`config.mk`:
```
export PLATFORM = sky130hd
export DESIGN_NAME = xc_aessub
export DESIGN_NICKNAME = d
export VERILOG_FILES = /design/src/rtl/xc_aessub.sv
export SDC_FILE = /design/constraint.sdc
export NUM_CORES = 2
export LEC_CHECK = 0
export CORE_MARGIN = 5
export CORE_UTILIZATION = 50
export DETAILED_ROUTE_END_ITERATION = 12
export PLACE_DENSITY = 0.66
export SLEW_MARGIN = 20
export SYNTH_ARGS = -nofsm -noshare
export SYNTH_HDL_FRONTEND = slang
export SYNTH_SLANG_ARGS = --single-unit
```
`constraint.sdc`:
```
create_clock -name vclk -period 51.9
set_input_delay 15.57 -clock vclk [all_inputs]
set_output_delay 15.57 -clock vclk [all_outputs]
set_load 0.05 [all_outputs]
```
`src/rtl/xc_aessub.sv`:
```
// xc_aessub: AES SubBytes / InvSubBytes instruction unit.
// FAST=1: four S-boxes in one cycle; FAST=0: one shared S-box over four cycles.
module xc_aessub #(
    parameter bit FAST = 1'b1
) (
    input  logic        clock,
    input  logic        reset,
    input  logic        flush,
    input  logic [31:0] flush_data,
    input  logic        valid,
    input  logic [31:0] rs1,
    input  logic [31:0] rs2,
    input  logic        enc,
    output logic        ready,
    output logic [31:0] result
);

    typedef enum logic [1:0] {ST0, ST1, ST2, ST3} state_t;

    state_t          fsm;
    logic [7:0]      r0, r1, r2;
    logic [3:0][7:0] bytes_in;

    assign bytes_in = {rs2[31:16], rs1[15:0]};

    function automatic logic [7:0] gf_mul(input logic [7:0] a, input logic [7:0] m);
        logic [7:0] p, x;
        p = 8'h00;
        x = a;
        for (int i = 0; i < 8; i++) begin
            if (m[i]) p = p ^ x;
            x = {x[6:0], 1'b0} ^ (x[7] ? 8'h1b : 8'h00);
        end
        return p;
    endfunction

    // a^254 equals a^-1 for a!=0 and yields 0 for a==0
    function automatic logic [7:0] gf_inv(input logic [7:0] a);
        logic [7:0] p, r;
        p = a;
        r = 8'h01;
        for (int i = 1; i < 8; i++) begin
            p = gf_mul(p, p);
            r = gf_mul(r, p);
        end
        return r;
    endfunction

    function automatic logic [7:0] aff_fwd(input logic [7:0] x);
        return x ^ {x[6:0], x[7]} ^ {x[5:0], x[7:6]}
                 ^ {x[4:0], x[7:5]} ^ {x[3:0], x[7:4]} ^ 8'h63;
    endfunction

    function automatic logic [7:0] aff_inv(input logic [7:0] x);
        return {x[6:0], x[7]} ^ {x[4:0], x[7:5]}
             ^ {x[1:0], x[7:2]} ^ 8'h05;
    endfunction

    function automatic logic [7:0] sbox(input logic [7:0] x, input logic fwd);
        logic [7:0] t;
        t = fwd ? x : aff_inv(x);
        t = gf_inv(t);
        return fwd ? aff_fwd(t) : t;
    endfunction

    if (FAST) begin : g_fast
        logic [31:0] sub;
        logic        unused_fast;

        // four parallel substitutions, inputs gated by valid
        always_comb begin
            sub = '0;
            for (int i = 0; i < 4; i++) begin
                sub[8*i +: 8] = sbox(bytes_in[i] & {8{valid}}, enc);
            end
        end

        assign ready  = valid;
        assign result = valid ? sub : 32'h0;
        assign fsm    = ST0;
        assign r0     = 8'h00;
        assign r1     = 8'h00;
        assign r2     = 8'h00;
        assign unused_fast = ^{clock, reset, flush, flush_data,
                               fsm, r0, r1, r2};
    end else begin : g_slow
        state_t     fsm_nx;
        logic [7:0] r0_nx, r1_nx, r2_nx;
        logic [7:0] step_in, step_out;
        logic       unused_flush_hi;

        assign step_in  = bytes_in[fsm] & {8{valid}};
        assign step_out = sbox(step_in, enc);
        assign ready    = (fsm == ST3);
        assign result   = ready ? {step_out, r2, r1, r0} : 32'h0;
        assign unused_flush_hi = ^flush_data[31:24];

        // sequence through the four bytes; flush overrides capture
        always_comb begin
            fsm_nx = fsm;
            r0_nx  = r0;
            r1_nx  = r1;
            r2_nx  = r2;
            if (flush) begin
                fsm_nx = ST0;
                {r2_nx, r1_nx, r0_nx} = flush_data[23:0];
            end else begin
                unique case (fsm)
                    ST0: if (valid) begin
                        r0_nx  = step_out;
                        fsm_nx = ST1;
                    end
                    ST1: if (valid) begin
                        r1_nx  = step_out;
                        fsm_nx = ST2;
                    end
                    ST2: if (valid) begin
                        r2_nx  = step_out;
                        fsm_nx = ST3;
                    end
                    ST3: fsm_nx = ST0;
                    default: fsm_nx = ST0;
                endcase
            end
        end

        // state and byte registers
        always_ff @(posedge clock or negedge reset) begin
            if (!reset) begin
                fsm <= ST0;
                r0  <= 8'h00;
                r1  <= 8'h00;
                r2  <= 8'h00;
            end else begin
                fsm <= fsm_nx;
                r0  <= r0_nx;
                r1  <= r1_nx;
                r2  <= r2_nx;
            end
        end
    end

endmodule

```
==> reports/metrics.yaml <==
run_status:
  status: "complete, no violations"
die:
  die_area_sq_mm: 0.131
  die_h_um: 362
  coreArea_sq_mm: 0.123
  rows: 129
  start_util: 0.501
  ios: 134
  chipWidth_um: 362
synth:
  synth_top_cell_area_share: 0.252
  syn_nets: 8895
  netlist_area_sq_mm: 0.0618
  yosysWarnings: 0
  synth_area_leader_cell: "xnor2_1"
  synthTopCellsByArea: "xnor2_1 (25%), xnor3_1 (8.1%), nor2_1 (7.4%), xor2_1 (6.1%), nand2_1 (5.5%)"
  ys_seq_area_frac: 0
  synth_cells: 8766
  synth_area_per_cell_sq_um: 7.05
  synth_cell_types: 135
detailed_routing:
  routed.top_layer: "met5"
  drt-pass1-iter-count: 6
  drt_first_iter_violations: 5974
  viasPerCell: 6.10
  ant_nets: 0
  remaining_drc_errors: 0
  drt-met1-wl_um: 84100
  dr_wl_met2_um: 86400
  via_count: 62000
  wl_met3_um: 11500
  drt_wl_total_um: 185000
  routedWlPerCell_um: 18.2
global_routing:
  grt_usage: 0.264
  grt_pass1_wl_um: 301000
  antenna_found_initial: 5
  grt-ovfl-total: 0
  grt_max_degree: 52
  grt_pass1_vias: 57500
timing:
  tns_ns: 0
  setup_viol: 0
  slew_viol_final: 0
  slew_headroom: 0.221
  timing.fmax_ghz: 0.0197
  finalHoldViolCount: 0
  tightest_slew_ns: 1.16
  min_period_ns: 50.65
  grt_setup_unrepaired: "no"
  period_share: 0.976
final_layout:
  finish.utilization: 0.526
  layout_commonest_cell: "xnor2_1"
  n_clock_buffer: 0
  multiInputGateArea_sq_mm: 0.0592
  fill_cells: 12100
  nets: 8652
  layout_common_cells: "xnor2_1 (1710), nor2_1 (1210), nand2_1 (905)"
  register_area_sq_um: 0
  area_growth_syn_to_layout_pct: 4.97
  flops_and_latches: 0
  drive_gt1_frac: 0.0933
worst_setup_path:
  criticalPathCategory: "input pin to output port"
  crit_path_start_kind: "input pin"
  cp-end-kind: "output port"
  cp_slowest_cell: "a222oi_1"
  critPathMaxStageDelay_ns: 0.82
  cp_common_cell: "xnor2_1"
  worstPathArrival_ns: 35.08
  crit_required_ns: 36.33
  path_max_fanout: 21
flow_run:
  drv_cap: 0
placement:
  dp_hpwl_um: 134000
  port_buffers: 67
  place_congestion: 0.907
cts:
  post_cts_buffers: 0
hold_path:
  min_path_type: "input pin to output port"
## synth_stat cells (65+ instances only)
library cell     n
xnor2_1       1776
nor2_1        1212
nand2_1        905
a21oi_1        534
xor2_1         430
o21ai_0        390
clkbuf_1       348
nor3_1         259
nand3_1        241
xnor3_1        223
mux2i_1        202
buf_2          141
o22ai_1        123
a211oi_1       121
xnor2_2        105
a31oi_1         94
o211ai_1        90
inv_1           68
and2_1          65
## metrics by stage
stage | hold slack (ns) | area [sq um] | std cells | setup slack [ns]
2_1_floorplan | 31.31 | 61800 | 8766 | 3.85
4_1_cts | 31.91 | 64800 | 10200 | 0.981
3_5_place_dp | 31.91 | 64800 | 10200 | 1.05
5_1_grt | 31.93 | 64900 | 10200 | 0.0786
3_3_place_gp | 31.91 | 64800 | 10200 | 1.41
6_report | 31.92 | 64900 | 10200 | 1.25
## metal layers
| layer | vias to the layer above | track usage |
|---|---|---|
| met5 | - | 0 |
| met4 | 2 | 0.0577 |
| met3 | 233 | 0.0158 |
| met2 | 2237 | 0.447 |
| met1 | 29400 | 0.372 |
| li1 | 30100 | - |
## final timing paths
kind / endpoint / depth (start not counted) / start
worst max-delay path: result[30] / 66 / rs2[25]
worst min-delay path: result[22] / 3 / valid
## worst max-delay path: cells and delay by family
| family | cells | cell delay (ns) |
|---|---|---|
| xor+xnor | 22 | 6.46 |
| simple gates | 13 | 3.01 |
| fa+ha+maj | 4 | 1.80 |
| mux | 4 | 0.59 |
| buf+inv | 10 | 2.98 |
| compound gates | 13 | 4.59 |
## cell type report
type                            count  share of cell area
Timing Repair Buffer              382              0.0516
Multi-Input combinational cell   8047               0.911
Inverter                           92             0.00536
Tap cell                         1637              0.0316
Antenna cell                        1           0.0000386
## kinds of logic after synthesis
kind of cell | after synthesis | share of synthesized area
fa+ha+maj | 29 | 0.00583
simple gates | 3106 | 0.222
buf+inv | 719 | 0.0546
compound gates | 2017 | 0.216
xor+xnor | 2639 | 0.459
mux | 256 | 0.0428
## what timing repair did
| action | 4_1_cts | 5_1_grt |
|---|---|---|
| hold buffers | 0 | 0 |
| hold endpoints to repair | 0 | 0 |
| resized for setup | 0 | 12 |
| setup endpoints to repair | 0 | 27 |
Power is not shown: default switching activity piles up to over one toggle a cycle in this logic, so the estimate is an artifact.
